===== src/rtl/j1_io_responder_if.sv =====
// Core-side I/O bus of the J1: strobes, address, write data and read-back data.
// The core drives the master side; the I/O responder is the slave.
interface j1_io_responder_if;
  logic        io_rd;
  logic        io_wr;
  logic [15:0] mem_addr;
  logic [15:0] dout;
  logic [15:0] io_din;

  modport master (output io_rd, io_wr, mem_addr, dout, input io_din);
  modport slave  (input io_rd, io_wr, mem_addr, dout, output io_din);
endinterface


===== src/rtl/j1_io_responder.sv =====
// J1 I/O-space responder: LED register, free-running cycle counter and a UART
// with a transmit FIFO and a single-byte receive holding register.
module j1_io_responder #(
  parameter int CLKS_PER_BIT = 434,
  parameter int TX_DEPTH     = 4
) (
  input  logic              clk,
  input  logic              resetq,
  j1_io_responder_if.slave  bus,
  input  logic              uart_rx,
  output logic              uart_tx,
  output logic [7:0]        leds
);
  localparam int AW = $clog2(TX_DEPTH);
  localparam int CW = $clog2(CLKS_PER_BIT);
  localparam logic [AW:0]   PTR_ONE  = 1;
  localparam logic [CW-1:0] CNT_ONE  = 1;
  localparam logic [CW-1:0] CNT_BIT  = CW'(CLKS_PER_BIT - 1);
  localparam logic [CW-1:0] CNT_HALF = CW'(CLKS_PER_BIT / 2 - 1);

  localparam logic [15:0] ADDR_LEDS = 16'h0000;
  localparam logic [15:0] ADDR_UART = 16'h1000;
  localparam logic [15:0] ADDR_STAT = 16'h2000;
  localparam logic [15:0] ADDR_CNT  = 16'h4000;

  typedef enum logic [1:0] {TX_IDLE, TX_START, TX_DATA, TX_STOP} tx_state_t;
  typedef enum logic [1:0] {RX_IDLE, RX_START, RX_DATA, RX_STOP} rx_state_t;

  logic sel_leds, sel_uart, sel_stat, sel_cnt;
  assign sel_leds = (bus.mem_addr == ADDR_LEDS);
  assign sel_uart = (bus.mem_addr == ADDR_UART);
  assign sel_stat = (bus.mem_addr == ADDR_STAT);
  assign sel_cnt  = (bus.mem_addr == ADDR_CNT);

  // ---------------- LEDs and counter ----------------
  logic [7:0]  leds_reg;
  logic [15:0] counter_reg;

  always_ff @(posedge clk or negedge resetq) begin
    if (!resetq) begin
      leds_reg    <= 8'h00;
      counter_reg <= 16'h0000;
    end else begin
      if (bus.io_wr && sel_leds)
        leds_reg <= bus.dout[7:0];
      // A load replaces the increment on that edge.
      if (bus.io_wr && sel_cnt)
        counter_reg <= bus.dout;
      else
        counter_reg <= counter_reg + 16'd1;
    end
  end

  // ---------------- TX FIFO ----------------
  logic [7:0]  fifo_mem [TX_DEPTH];
  logic [AW:0] wr_ptr_reg, rd_ptr_reg;
  logic        fifo_full, fifo_empty, fifo_push, tx_pop;
  logic [7:0]  fifo_rdata;

  assign fifo_empty = (wr_ptr_reg == rd_ptr_reg);
  assign fifo_full  = (wr_ptr_reg[AW] != rd_ptr_reg[AW]) &&
                      (wr_ptr_reg[AW-1:0] == rd_ptr_reg[AW-1:0]);
  assign fifo_push  = bus.io_wr && sel_uart && !fifo_full;
  assign fifo_rdata = fifo_mem[rd_ptr_reg[AW-1:0]];

  always_ff @(posedge clk) begin
    if (fifo_push)
      fifo_mem[wr_ptr_reg[AW-1:0]] <= bus.dout[7:0];
  end

  always_ff @(posedge clk or negedge resetq) begin
    if (!resetq) begin
      wr_ptr_reg <= '0;
      rd_ptr_reg <= '0;
    end else begin
      if (fifo_push) wr_ptr_reg <= wr_ptr_reg + PTR_ONE;
      if (tx_pop)    rd_ptr_reg <= rd_ptr_reg + PTR_ONE;
    end
  end

  // ---------------- TX FSM ----------------
  tx_state_t     tx_state_reg, tx_state_next;
  logic [CW-1:0] tx_cnt_reg, tx_cnt_next;
  logic [2:0]    tx_bit_reg, tx_bit_next;
  logic [7:0]    tx_shift_reg, tx_shift_next;
  logic          uart_tx_reg, tx_line_next;
  logic          tx_bit_end, tx_busy;

  assign tx_bit_end = (tx_cnt_reg == CNT_BIT);
  assign tx_busy    = (tx_state_reg != TX_IDLE) || !fifo_empty;

  always_ff @(posedge clk or negedge resetq) begin
    if (!resetq) begin
      tx_state_reg <= TX_IDLE;
      tx_cnt_reg   <= '0;
      tx_bit_reg   <= 3'd0;
      tx_shift_reg <= 8'h00;
      uart_tx_reg  <= 1'b1;
    end else begin
      tx_state_reg <= tx_state_next;
      tx_cnt_reg   <= tx_cnt_next;
      tx_bit_reg   <= tx_bit_next;
      tx_shift_reg <= tx_shift_next;
      uart_tx_reg  <= tx_line_next;
    end
  end

  always_comb begin
    tx_state_next = tx_state_reg;
    tx_cnt_next   = tx_cnt_reg + CNT_ONE;
    tx_bit_next   = tx_bit_reg;
    tx_shift_next = tx_shift_reg;
    case (tx_state_reg)
      TX_IDLE: begin
        tx_cnt_next = '0;
        if (tx_pop) begin
          tx_shift_next = fifo_rdata;
          tx_state_next = TX_START;
        end
      end
      TX_START: if (tx_bit_end) begin
        tx_cnt_next   = '0;
        tx_bit_next   = 3'd0;
        tx_state_next = TX_DATA;
      end
      TX_DATA: if (tx_bit_end) begin
        tx_cnt_next   = '0;
        tx_shift_next = {1'b0, tx_shift_reg[7:1]};
        tx_bit_next   = tx_bit_reg + 3'd1;
        if (tx_bit_reg == 3'd7) tx_state_next = TX_STOP;
      end
      TX_STOP: if (tx_bit_end) begin
        tx_cnt_next = '0;
        // Chain straight into the next frame when a byte is waiting.
        if (tx_pop) begin
          tx_shift_next = fifo_rdata;
          tx_state_next = TX_START;
        end else begin
          tx_state_next = TX_IDLE;
        end
      end
      default: tx_state_next = TX_IDLE;
    endcase
  end

  always_comb begin
    tx_pop = !fifo_empty &&
             ((tx_state_reg == TX_IDLE) || (tx_state_reg == TX_STOP && tx_bit_end));
    case (tx_state_next)
      TX_START: tx_line_next = 1'b0;
      TX_DATA:  tx_line_next = tx_shift_next[0];
      default:  tx_line_next = 1'b1;
    endcase
  end

  // ---------------- RX synchronizer and FSM ----------------
  logic [1:0]    rx_sync_reg;
  logic          rx_s;
  rx_state_t     rx_state_reg, rx_state_next;
  logic [CW-1:0] rx_cnt_reg, rx_cnt_next;
  logic [2:0]    rx_bit_reg, rx_bit_next;
  logic [7:0]    rx_shift_reg, rx_shift_next;
  logic          rx_bit_end, rx_done;

  assign rx_s       = rx_sync_reg[1];
  assign rx_bit_end = (rx_cnt_reg == CNT_BIT);

  always_ff @(posedge clk or negedge resetq) begin
    if (!resetq) begin
      rx_sync_reg  <= 2'b11;
      rx_state_reg <= RX_IDLE;
      rx_cnt_reg   <= '0;
      rx_bit_reg   <= 3'd0;
      rx_shift_reg <= 8'h00;
    end else begin
      rx_sync_reg  <= {rx_sync_reg[0], uart_rx};
      rx_state_reg <= rx_state_next;
      rx_cnt_reg   <= rx_cnt_next;
      rx_bit_reg   <= rx_bit_next;
      rx_shift_reg <= rx_shift_next;
    end
  end

  always_comb begin
    rx_state_next = rx_state_reg;
    rx_cnt_next   = rx_cnt_reg + CNT_ONE;
    rx_bit_next   = rx_bit_reg;
    rx_shift_next = rx_shift_reg;
    case (rx_state_reg)
      RX_IDLE: begin
        rx_cnt_next = '0;
        if (!rx_s) rx_state_next = RX_START;
      end
      RX_START: if (rx_cnt_reg == CNT_HALF) begin
        // Re-check mid start bit; a high line here was only a glitch.
        rx_cnt_next   = '0;
        rx_bit_next   = 3'd0;
        rx_state_next = rx_s ? RX_IDLE : RX_DATA;
      end
      RX_DATA: if (rx_bit_end) begin
        rx_cnt_next   = '0;
        rx_shift_next = {rx_s, rx_shift_reg[7:1]};
        rx_bit_next   = rx_bit_reg + 3'd1;
        if (rx_bit_reg == 3'd7) rx_state_next = RX_STOP;
      end
      RX_STOP: if (rx_bit_end) begin
        rx_cnt_next   = '0;
        rx_state_next = RX_IDLE;
      end
      default: rx_state_next = RX_IDLE;
    endcase
  end

  always_comb begin
    rx_done = (rx_state_reg == RX_STOP) && rx_bit_end && rx_s;
  end

  // ---------------- RX holding register and flags ----------------
  logic [7:0] rx_data_reg;
  logic       rx_valid_reg, rx_overrun_reg;
  logic       rd_data, rd_stat;

  assign rd_data = bus.io_rd && sel_uart;
  assign rd_stat = bus.io_rd && sel_stat;

  always_ff @(posedge clk or negedge resetq) begin
    if (!resetq) begin
      rx_data_reg    <= 8'h00;
      rx_valid_reg   <= 1'b0;
      rx_overrun_reg <= 1'b0;
    end else begin
      if (rx_done) begin
        rx_data_reg  <= rx_shift_reg;
        rx_valid_reg <= 1'b1;
      end else if (rd_data) begin
        rx_valid_reg <= 1'b0;
      end
      // A byte landing on the same edge as a data read is not an overrun.
      if (rx_done && rx_valid_reg && !rd_data)
        rx_overrun_reg <= 1'b1;
      else if (rd_stat)
        rx_overrun_reg <= 1'b0;
    end
  end

  // ---------------- Read mux ----------------
  logic [15:0] io_din_w;

  always_comb begin
    io_din_w = 16'h0000;
    if (sel_leds)      io_din_w = {8'h00, leds_reg};
    else if (sel_uart) io_din_w = {8'h00, rx_data_reg};
    else if (sel_stat) io_din_w = {12'h000, rx_overrun_reg, tx_busy, rx_valid_reg, fifo_full};
    else if (sel_cnt)  io_din_w = counter_reg;
  end

  assign bus.io_din = io_din_w;
  assign uart_tx    = uart_tx_reg;
  assign leds       = leds_reg;
endmodule


===== src/flat_wrapper.sv =====
// flat-port wrapper written by rule: the top's interface ports become plain ports
module j1_io_responder_flat 
#(
  parameter int CLKS_PER_BIT = 434,
  parameter int TX_DEPTH     = 4
)
  (clk, resetq, uart_rx, uart_tx, leds, bus_io_rd, bus_io_wr, bus_mem_addr, bus_dout, bus_io_din);
  j1_io_responder_if bus_i ();
  input  logic clk;
  input  logic resetq;
  input  logic uart_rx;
  output logic uart_tx;
  output logic [7:0] leds;
  input wire logic [$bits(bus_i.io_rd)-1:0] bus_io_rd;
  input wire logic [$bits(bus_i.io_wr)-1:0] bus_io_wr;
  input wire logic [$bits(bus_i.mem_addr)-1:0] bus_mem_addr;
  input wire logic [$bits(bus_i.dout)-1:0] bus_dout;
  output wire logic [$bits(bus_i.io_din)-1:0] bus_io_din;
  assign bus_i.io_rd = bus_io_rd;
  assign bus_i.io_wr = bus_io_wr;
  assign bus_i.mem_addr = bus_mem_addr;
  assign bus_i.dout = bus_dout;
  assign bus_io_din = bus_i.io_din;
  j1_io_responder #(.CLKS_PER_BIT(CLKS_PER_BIT), .TX_DEPTH(TX_DEPTH)) u_core (.clk(clk), .resetq(resetq), .bus(bus_i), .uart_rx(uart_rx), .uart_tx(uart_tx), .leds(leds));
endmodule

===== config.mk =====
export PLATFORM = sky130hd
export DESIGN_NAME = j1_io_responder_flat
export DESIGN_NICKNAME = d
export VERILOG_FILES = /design/src/rtl/j1_io_responder_if.sv /design/src/rtl/j1_io_responder.sv /design/src/flat_wrapper.sv
export SDC_FILE = /design/constraint.sdc
export NUM_CORES = 1
export LEC_CHECK = 0
export ABC_AREA = 0
export CAP_MARGIN = 5
export CORE_MARGIN = 1.5
export CORE_UTILIZATION = 45
export CTS_CLUSTER_SIZE = 24
export DETAILED_ROUTE_END_ITERATION = 10
export PLACE_DENSITY_LB_ADDON = 0.05
export SLEW_MARGIN = 20
export SYNTH_ARGS = -nofsm -noshare
export SYNTH_HDL_FRONTEND = slang
export SYNTH_SLANG_ARGS = --single-unit

===== constraint.sdc =====
create_clock -name clk -period 2.32 [get_ports clk]
set_clock_uncertainty 0.2 [all_clocks]
set_input_delay 0.464 -clock clk [delete_from_list [all_inputs] [get_ports clk]]
set_output_delay 0.464 -clock clk [all_outputs]
set_load 0.05 [all_outputs]

# After elaboration in Yosys (flattened, before gate mapping)
# Memory sizes are Yosys's and may differ from the RTL's.
# Index checks and enable logic that the tools add are counted.
# totals
ff_bits,87
ram_bits,32
word_cells,128
n_memories,1
# mem_list
memory,words,width,rd,rd_ports_with_merged_regs,write_ports,line_no,source
u_core.fifo_mem,4,8,1,0,1,j1_io_responder.sv:55,logic [7:0] fifo_mem [TX_DEPTH];
# op_classes
add_sub_neg,7
eq_ne,27
mux,41
reduce_logical,34
# op_table
operator,n
2-to-1 mux 16 bit,5
2-to-1 mux 9 bit,3
case mux 9 bit (3 select lines),1
2-to-1 mux 8 bit,3
case mux 8 bit (3 select lines),1
2-to-1 mux 2 bit,11
"adder 9 x 1 -> 9 bit, second input constant",2
"equality test 9 bit, second input constant",2
case mux 9 bit (2 select lines),1
"adder 16 x 1 -> 16 bit, second input constant",1
"equality test 16 x 13 -> 1 bit, second input constant",1
"equality test 16 x 14 -> 1 bit, second input constant",1
"equality test 16 x 15 -> 1 bit, second input constant",1
zero test 16 bit,1
case mux 2 bit (4 select lines),2
"inequality test 2 x 1 -> 1 bit, second input constant",7
logical AND 1 bit,13
"adder 3 x 1 -> 3 bit, second input constant",4
2-to-1 mux 3 bit,4
case mux 3 bit (2 select lines),2
"equality test 2 bit, second input constant",5
nonzero test 2 bit,5
"equality test 9 x 8 -> 1 bit, second input constant",1
AND reduction 3 bit,3
16 further kinds,29

# Depth between registers and ports, before layout
# Gate-level depths: netlist of run 1.
# logic_depth
word_depth,9
ltp_mapped,8
mapped_depth_nobuf,7

# Least setup slack after synthesis of run 1
# OpenSTA, ideal clock, no wires.
# synth_timing
kind,input to output
from,input bus_mem_addr[2]
to,output bus_io_din[6]
t_arrival_ns,2.515
required_ns,1.656
setup_slack_ns,-0.859
path_stages,6
cell_sequence,nor4_1 -> nand4_1 -> nor4b_1 -> clkbuf_1 -> nand2_1 -> a2bb2oi_1
# synth_via
elab_chain_len,5
elab_cells_between_ends,8
cone_classes,eq/ne: 3; mux: 4; reduce/logical: 1
# synth_lines
element,line_no,source
from (decl),flat_wrapper.sv:16,input wire logic [$bits(bus_i.mem_addr)-1:0] bus_mem_addr;
equality test 16 x 15 -> 1 bit,j1_io_responder.sv:33,assign sel_cnt = (bus.mem_addr == ADDR_CNT);
2-to-1 mux 16 bit,j1_io_responder.sv:254,else if (sel_cnt) io_din_w = counter_reg;
2-to-1 mux 16 bit,j1_io_responder.sv:253,"else if (sel_stat) io_din_w = {12'h000, rx_overrun_reg, tx_busy, rx_valid_reg, fifo_full};"
2-to-1 mux 16 bit,j1_io_responder.sv:252,"else if (sel_uart) io_din_w = {8'h00, rx_data_reg};"
2-to-1 mux 16 bit *,j1_io_responder.sv:251,"if (sel_leds) io_din_w = {8'h00, leds_reg};"
to (decl),flat_wrapper.sv:18,output wire logic [$bits(bus_i.io_din)-1:0] bus_io_din;
# Every way passes the cells marked *; elsewhere a longest branch is shown, timed or not.

# Worst setup path after layout of run 1
# layout_timing
from,input bus_mem_addr[13]
to,output bus_io_din[2]
# The elaborated chain is that of the path after synthesis.

==> results of run 1 <==
## how the worst max path moves through the flow
stage	startpoint	slack (ns)	end	depth (start not counted)
after detailed placement	bus_mem_addr[2]	-0.74	bus_io_din[2]	8
final	bus_mem_addr[13]	-0.36	bus_io_din[2]	6
after global routing	bus_mem_addr[5]	-0.44	bus_io_din[2]	9
after CTS	bus_mem_addr[11]	-0.37	bus_io_din[2]	8
after global placement	bus_mem_addr[5]	-0.73	bus_io_din[2]	8
after floorplan	bus_mem_addr[5]	-0.23	bus_io_din[6]	6
## power by group through the flow
stage	Sequential [mW]	Clock [mW]	Combinational (mW)
2_1_floorplan	2.48	0	0.535
3_3_place_gp	2.52	0	0.763
3_5_place_dp	2.53	0	0.780
4_1_cts	2.50	2.51	0.780
5_1_grt	2.53	2.60	0.864
6_report	2.51	2.46	0.772
## kinds of logic (layout without fill, tap and decap cells)
family,Yosys count,in the layout,share of synthesized area
compound gates,76,76,0.0878
xor+xnor,36,36,0.0563
fa+ha+maj,15,15,0.0335
buf+inv,32,153,0.0248
flops,119,119,0.561
mux,43,43,0.102
simple gates,148,148,0.135
## cell usage after synthesis, types with 3 or more instances
cell                        number
sky130_fd_sc_hd__a21o_1          7
sky130_fd_sc_hd__a21oi_1        29
sky130_fd_sc_hd__a22o_1         10
sky130_fd_sc_hd__a22oi_1         4
sky130_fd_sc_hd__a2bb2oi_1       6
sky130_fd_sc_hd__and2_1          9
sky130_fd_sc_hd__and3_1          9
sky130_fd_sc_hd__and4_1          3
sky130_fd_sc_hd__buf_2           3
sky130_fd_sc_hd__clkbuf_1        9
sky130_fd_sc_hd__dfrtp_1        84
sky130_fd_sc_hd__dfstp_2         3
sky130_fd_sc_hd__edfxtp_1       32
sky130_fd_sc_hd__ha_1           15
sky130_fd_sc_hd__inv_1          17
sky130_fd_sc_hd__mux2_2         32
sky130_fd_sc_hd__mux2i_1         3
sky130_fd_sc_hd__mux4_2          8
sky130_fd_sc_hd__nand2_1        24
sky130_fd_sc_hd__nand3_1        16
sky130_fd_sc_hd__nand4_1         7
sky130_fd_sc_hd__nor2_1         55
sky130_fd_sc_hd__nor3_1          6
sky130_fd_sc_hd__nor4_1          5
sky130_fd_sc_hd__nor4b_1         3
sky130_fd_sc_hd__o21ai_0        11
sky130_fd_sc_hd__xnor2_1        26
sky130_fd_sc_hd__xor2_1         10
## worst max-delay path, stage by stage
cell	delay, ns
sky130_fd_sc_hd__clkdlybuf4s50_1	0.53
sky130_fd_sc_hd__nor2_1	0.19
sky130_fd_sc_hd__and3_1	0.31
sky130_fd_sc_hd__a22oi_2	0.14
sky130_fd_sc_hd__a2bb2oi_4	0.21
sky130_fd_sc_hd__buf_12	0.16
## per-layer routing
metal | GRT usage | up-vias
met1 | 0.255 | 1956
met5 | 0 | -
li1 | - | 1916
met4 | 0.0658 | 0
met2 | 0.335 | 63
met3 | 0.0598 | 6
## final cells by class
class                      instances  area (um2)
clock buffer                      18         429
clock inverter                    14         129
fill                             963        4390
inverter                          17        63.8
multi-input combinational        318        2570
sequential                       119        3140
tap                              168         210
timing repair buffer             104        1120
## per-stage QoR
| step | util | worst slack (ns) | cells | setup TNS [ns] |
|---|---|---|---|---|
| final | 0.636 | -0.357 | 758 | -4.40 |
| after global routing | 0.636 | -0.444 | 758 | -6.11 |
| after CTS | 0.626 | -0.372 | 755 | -5.00 |
| after detailed placement | 0.579 | -0.741 | 722 | -30.92 |
| after floorplan | - | -0.228 | 469 | -2.17 |
| after global placement | 0.579 | -0.730 | 722 | -29.15 |
## what timing repair did
item,4_1_cts,5_1_grt
buffers inserted,0,2
gates cloned,0,1
resized for setup,51,30
hold endpoints to repair,19,0
hold buffers,1,0
setup endpoints to repair,21,20
pin swaps,13,8
==> flow_metrics.py, run 1 <==
metrics = {
    "finish": {
        "syn_to_final_growth_pct": 36.9,
        "final_common_cell": "sky130_fd_sc_hd__dfrtp_1",
        "layout-drive-gt1-share": 0.298,
        "layout.nets": 629,
        "largest_reg_flops": 32,
        "diodes": 0,
        "layout.cells.most_common_list": "sky130_fd_sc_hd__dfrtp_1 (84), sky130_fd_sc_hd__nor2_1 (55), sky130_fd_sc_hd__buf_4 (39)",
        "final_area_mm2": 0.00767,
    },
    "placed_design": {
        "place.detailed.hpwl_mm": 8.59,
        "standard_cell_area_after_detailed_placement_mm2": 0.00698,
        "place.gp.congestion": 0.841,
        "port-buffer-count": 61,
    },
    "cts": {
        "cts_inserted_buffers": 17,
        "clockRootBuffer": "sky130_fd_sc_hd__clkbuf_16",
        "clk_pin_slew_ns": 0.05,
        "clock_tree_from_tritoncts": "built",
        "max-clock-path-buffers": 2,
        "numClockSinks": 119,
        "clock_insertion_delay_worst_skew_ns": 0.42,
        "h-tree-depth": 4,
    },
    "floorplan": {
        "row_count": 40,
        "die_extent_in_y_um": 115,
        "die_x_um": 115,
        "boundaryPins": 62,
        "dieArea_mm2": 0.0131,
        "initial_utilization": 0.464,
        "design.core.area_mm2": 0.0121,
    },
    "global_route": {
        "pin_count_of_the_biggest_net_entering_global_routing": 43,
        "first_pass_grt_wire_length_mm": 20.1,
        "grt_antenna_before_repair": 0,
        "grt.overflow.total": 0,
        "grt_use_total": 0.202,
        "grt_pass1_vias": 4124,
    },
    "drt": {
        "drc_errors": 0,
        "detail_route.vias_per_cell": 5.20,
        "highest-signal-layer": "met4",
        "wl_met3_um": 439,
        "met2WireLength_mm": 6.18,
        "number_of_drc_violations_after_detailed_routing_iteration_0": 282,
        "m1WireLength_mm": 5.41,
        "drt-wirelength-per-cell_um": 16.0,
        "final_routed_wirelength_across_all_metal_layers_mm": 12.1,
        "detailedRoute.firstPassIterationCount": 4,
        "vias": 3941,
        "antenna_left": 0,
    },
    "pwr": {
        "cellInternalPower_mw": 4.22,
        "irDropWorstVdd_v": 0.000849,
        "pwr-share-clk": 0.428,
        "total_power_mw": 5.74,
        "power.density_cell_area_mw_per_mm2": 748,
        "power_frac_seq": 0.437,
        "p_leak_nw": 3.31,
        "net-switching-power_mw": 1.52,
        "share_comb_of_total_power": 0.135,
        "power.share.switching": 0.265,
    },
    "synthesis": {
        "synth.yosys.seq_area_share": 0.561,
        "postSynthCellCount": 469,
        "total_nets_after_synthesis": 521,
        "synthTopCellsByArea": "sky130_fd_sc_hd__dfrtp_1 (38%), sky130_fd_sc_hd__edfxtp_1 (17%), sky130_fd_sc_hd__mux2_2 (6.4%), sky130_fd_sc_hd__xnor2_1 (4.1%), sky130_fd_sc_hd__nor2_1 (3.7%)",
        "asyncSetResetFlopFracSynth": 0.731,
        "synth_edf_count": 32,
        "synth_area_leader_cell": "sky130_fd_sc_hd__dfrtp_1",
        "yosysWarningCount": 0,
        "synthesis.area_mm2": 0.00560,
        "postSynth.topFlopCell": "sky130_fd_sc_hd__dfrtp_1",
        "synth-seq-cells": 119,
        "yosysTopAreaCellShare": 0.375,
        "avgSynthCellArea_um2": 11.9,
        "yosysUniqueCellTypes": 46,
    },
    "setup_path": {
        "crit_required_ns": 1.66,
        "crit_fanout": 5,
        "reg2reg_depth": 5,
        "crit_path_end_kind": "output pin",
        "startpoint_types": "input port",
        "crit-reg2reg-capture": "u_core.rx_data_reg[7]$_DFFE_PN0P_",
        "flop_to_flop_setup_slack_ns": 0.15,
        "crit_type": "input port to output pin",
        "arrival_ns": 2.01,
        "crit-reg2reg-launch": "u_core.rx_cnt_reg[2]$_DFF_PN0_",
    },
    "outcome": {
        "outcome": "finished with violations",
        "failed_checks": "setup timing",
    },
    "worst_hold_path": {
        "hold_path.startpoint": "u_core.rx_sync_reg[0]$_DFF_PN1_",
        "hold_path_class": "flip-flop to flip-flop",
        "holdPathEnd": "u_core.rx_sync_reg[1]$_DFF_PN1_",
        "hold_path_depth": 0,
    },
    "sta": {
        "layout_min_cycle_time_ns": 2.68,
        "setup_repair_after_global_routing_missed_its_margin": "yes",
        "report.final.slew_viol_count": 0,
        "layout_worst_path_cycle_share": 1.15,
        "worst_hold_margin_ns": 0.155,
        "hold_violations": 0,
        "fmax_ghz": 0.374,
        "finalWorstSetupSlack_ns": -0.357,
        "tightest_slew_ns": 0.507,
        "timing.slew.headroom": 0.661,
        "report.final.setup_viol": 16,
    },
    "job": {
        "cap_violations": 0,
    },
}
Note: power is estimated with default switching activity, not from simulation.
==> run 2, diff against run 1 <==
Settings changed: RECOVER_POWER from default to 50.
==> run 2 against run 1 <==
Effect of this change: the flow still finishes with violations (setup timing); power is essentially flat; non-clock buffer count is the same; final cell count is the same; count of clock-buffer cells in the layout is the same.
==> flow_metrics.py, run 2 (synthesis gave the netlist of run 1 again) <==
metrics = {
    "sta": {
        "report.final.setup_viol": 16,
        "layout_min_cycle_time_ns": 2.68,
        "fin_tns_setup_ns": -4.40,
        "tightest_slew_ns": 1.44,
        "hold_violations": 0,
        "finalWorstSetupSlack_ns": -0.357,
        "layout_worst_path_cycle_share": 1.15,
        "timing.slew.headroom": 0.0391,
        "setup_repair_after_global_routing_missed_its_margin": "yes",
        "worst_hold_margin_ns": 0.155,
        "report.final.slew_viol_count": 0,
        "fmax_ghz": 0.374,
    },
    "finish": {
        "diodes": 0,
        "final-instance-count-excl-fill": 758,
        "filler_cell_count": 964,
        "layout.nets": 629,
        "syn_to_final_growth_pct": 36.8,
        "layout.cells.most_common_list": "sky130_fd_sc_hd__dfrtp_1 (84), sky130_fd_sc_hd__nor2_1 (55), sky130_fd_sc_hd__buf_4 (37)",
        "largest_reg_flops": 32,
        "final_common_cell": "sky130_fd_sc_hd__dfrtp_1",
        "layout-drive-gt1-share": 0.297,
    },
    "setup_path": {
        "crit_required_ns": 1.66,
        "crit_path_end_kind": "output pin",
        "arrival_ns": 2.01,
        "crit_fanout": 5,
        "startpoint_types": "input port",
        "crit_type": "input port to output pin",
    },
    "global_route": {
        "grt.overflow.total": 0,
        "grt_pass1_vias": 4124,
        "pin_count_of_the_biggest_net_entering_global_routing": 43,
        "grt_antenna_before_repair": 0,
        "first_pass_grt_wire_length_mm": 20.1,
        "grt_use_total": 0.202,
    },
    "drt": {
        "final_routed_wirelength_across_all_metal_layers_mm": 12.1,
        "detail_route.vias_per_cell": 5.20,
        "drt-wirelength-per-cell_um": 16.0,
        "number_of_drc_violations_after_detailed_routing_iteration_0": 282,
        "detailedRoute.firstPassIterationCount": 4,
        "antenna_left": 0,
        "vias": 3941,
        "drc_errors": 0,
    },
    "pwr": {
        "p_leak_nw": 3.31,
        "total_power_mw": 5.74,
        "power.density_cell_area_mw_per_mm2": 748,
        "irDropWorstVdd_v": 0.000849,
    },
    "cts": {
        "max-clock-path-buffers": 2,
        "clock_tree_from_tritoncts": "built",
        "cts_inserted_buffers": 17,
        "numClockSinks": 119,
        "h-tree-depth": 4,
        "clk_pin_slew_ns": 0.05,
        "clock_insertion_delay_worst_skew_ns": 0.42,
        "clockRootBuffer": "sky130_fd_sc_hd__clkbuf_16",
    },
    "floorplan": {
        "die_x_um": 115,
        "die_extent_in_y_um": 115,
        "row_count": 40,
        "design.core.area_mm2": 0.0121,
        "boundaryPins": 62,
        "dieArea_mm2": 0.0131,
        "initial_utilization": 0.464,
    },
    "placed_design": {
        "place.gp.congestion": 0.841,
        "dp_cells": 722,
        "port-buffer-count": 61,
        "place.detailed.hpwl_mm": 8.59,
    },
    "outcome": {
        "outcome": "finished with violations",
        "failed_checks": "setup timing",
    },
    "worst_hold_path": {
        "hold_path_class": "flip-flop to flip-flop",
    },
    "job": {
        "cap_violations": 0,
    },
}
run 2: cell types whose count changed in the layout (fill, tap and decap cells not counted):
cell                              previous run  this run
sky130_fd_sc_hd__buf_2                       2         3
sky130_fd_sc_hd__buf_4                      39        37
sky130_fd_sc_hd__clkbuf_1                    1         2
sky130_fd_sc_hd__clkdlybuf4s50_1            22        13
sky130_fd_sc_hd__dlygate4sd3_1               1        10
run 2: per-layer routing:
layer	vias to the layer above	wire length [um]	global-route usage	share of wire
met2	63	6180	0.335	0.51
met5	-	0	0	0
met3	6	442	0.0598	0.037
met4	0	87	0.0658	0.0072
li1	1916	-	-	-
met1	1956	5400	0.255	0.45
run 2: cell type report:
type | count | area (um2) | area share
tap | 168 | 210 | 0.0274
multi-input combinational | 318 | 2570 | 0.335
clock inverter | 14 | 129 | 0.0168
clock buffer | 18 | 429 | 0.0560
timing repair buffer | 104 | 1120 | 0.146
sequential | 119 | 3140 | 0.410
inverter | 17 | 63.8 | 0.00833
run 2: what timing repair did:
item / 4_1_cts / 5_1_grt
setup buffers: 0 / 2
pin swaps: 13 / 8
gates resized for setup: 51 / 30
endpoints found under the hold margin: 19 / 0
hold buffers: 1 / 0
cloned: 0 / 1
endpoints found under the setup margin: 21 / 20
run 2: final timing paths:
kind	startpoint	endpoint	slack (ns)	cells after the start
setup / recovery	bus_mem_addr[13]	bus_io_din[2]	-0.36	6
hold / removal	u_core.rx_sync_reg[0]$_DFF_PN1_	u_core.rx_sync_reg[1]$_DFF_PN1_	0.16	0
setup reg to reg	u_core.rx_cnt_reg[2]$_DFF_PN0_	u_core.rx_data_reg[7]$_DFFE_PN0P_	0.15	5
hold reg to reg	u_core.rx_sync_reg[0]$_DFF_PN1_	u_core.rx_sync_reg[1]$_DFF_PN1_	0.16	0
max in group asynchronous	resetq	u_core.rx_shift_reg[6]$_DFFE_PN0P_	0.27	3
min in group asynchronous	resetq	u_core.tx_bit_reg[0]$_DFFE_PN0P_	0.72	2
run 2: stage by stage:
step	worst slack [ns]	cell area, um2	util
after floorplan	-0.228	5760	-
after global placement	-0.730	6980	0.579
after detailed placement	-0.741	6980	0.579
after CTS	-0.372	7550	0.626
after global routing	-0.444	7660	0.635
final	-0.357	7660	0.635
run 2: where the power goes:
group,total (mW),switching [mW],internal (mW)
Combinational,0.768,0.355,0.413
Clock,2.46,0.983,1.48
Sequential,2.51,0.180,2.33
run 2: worst max-delay path, stage by stage:
cell and delay, ns:
sky130_fd_sc_hd__clkdlybuf4s50_1 0.53, sky130_fd_sc_hd__nor2_1 0.19, sky130_fd_sc_hd__and3_1 0.31, sky130_fd_sc_hd__a22oi_2 0.14, sky130_fd_sc_hd__a2bb2oi_4 0.21, sky130_fd_sc_hd__buf_12 0.16
==> run 3, diff against run 2 <==
Settings changed: ABC_AREA 0 to default.
==> results of run 3 <==
The final DEF is identical to that of run 2; final timing and power are the same.
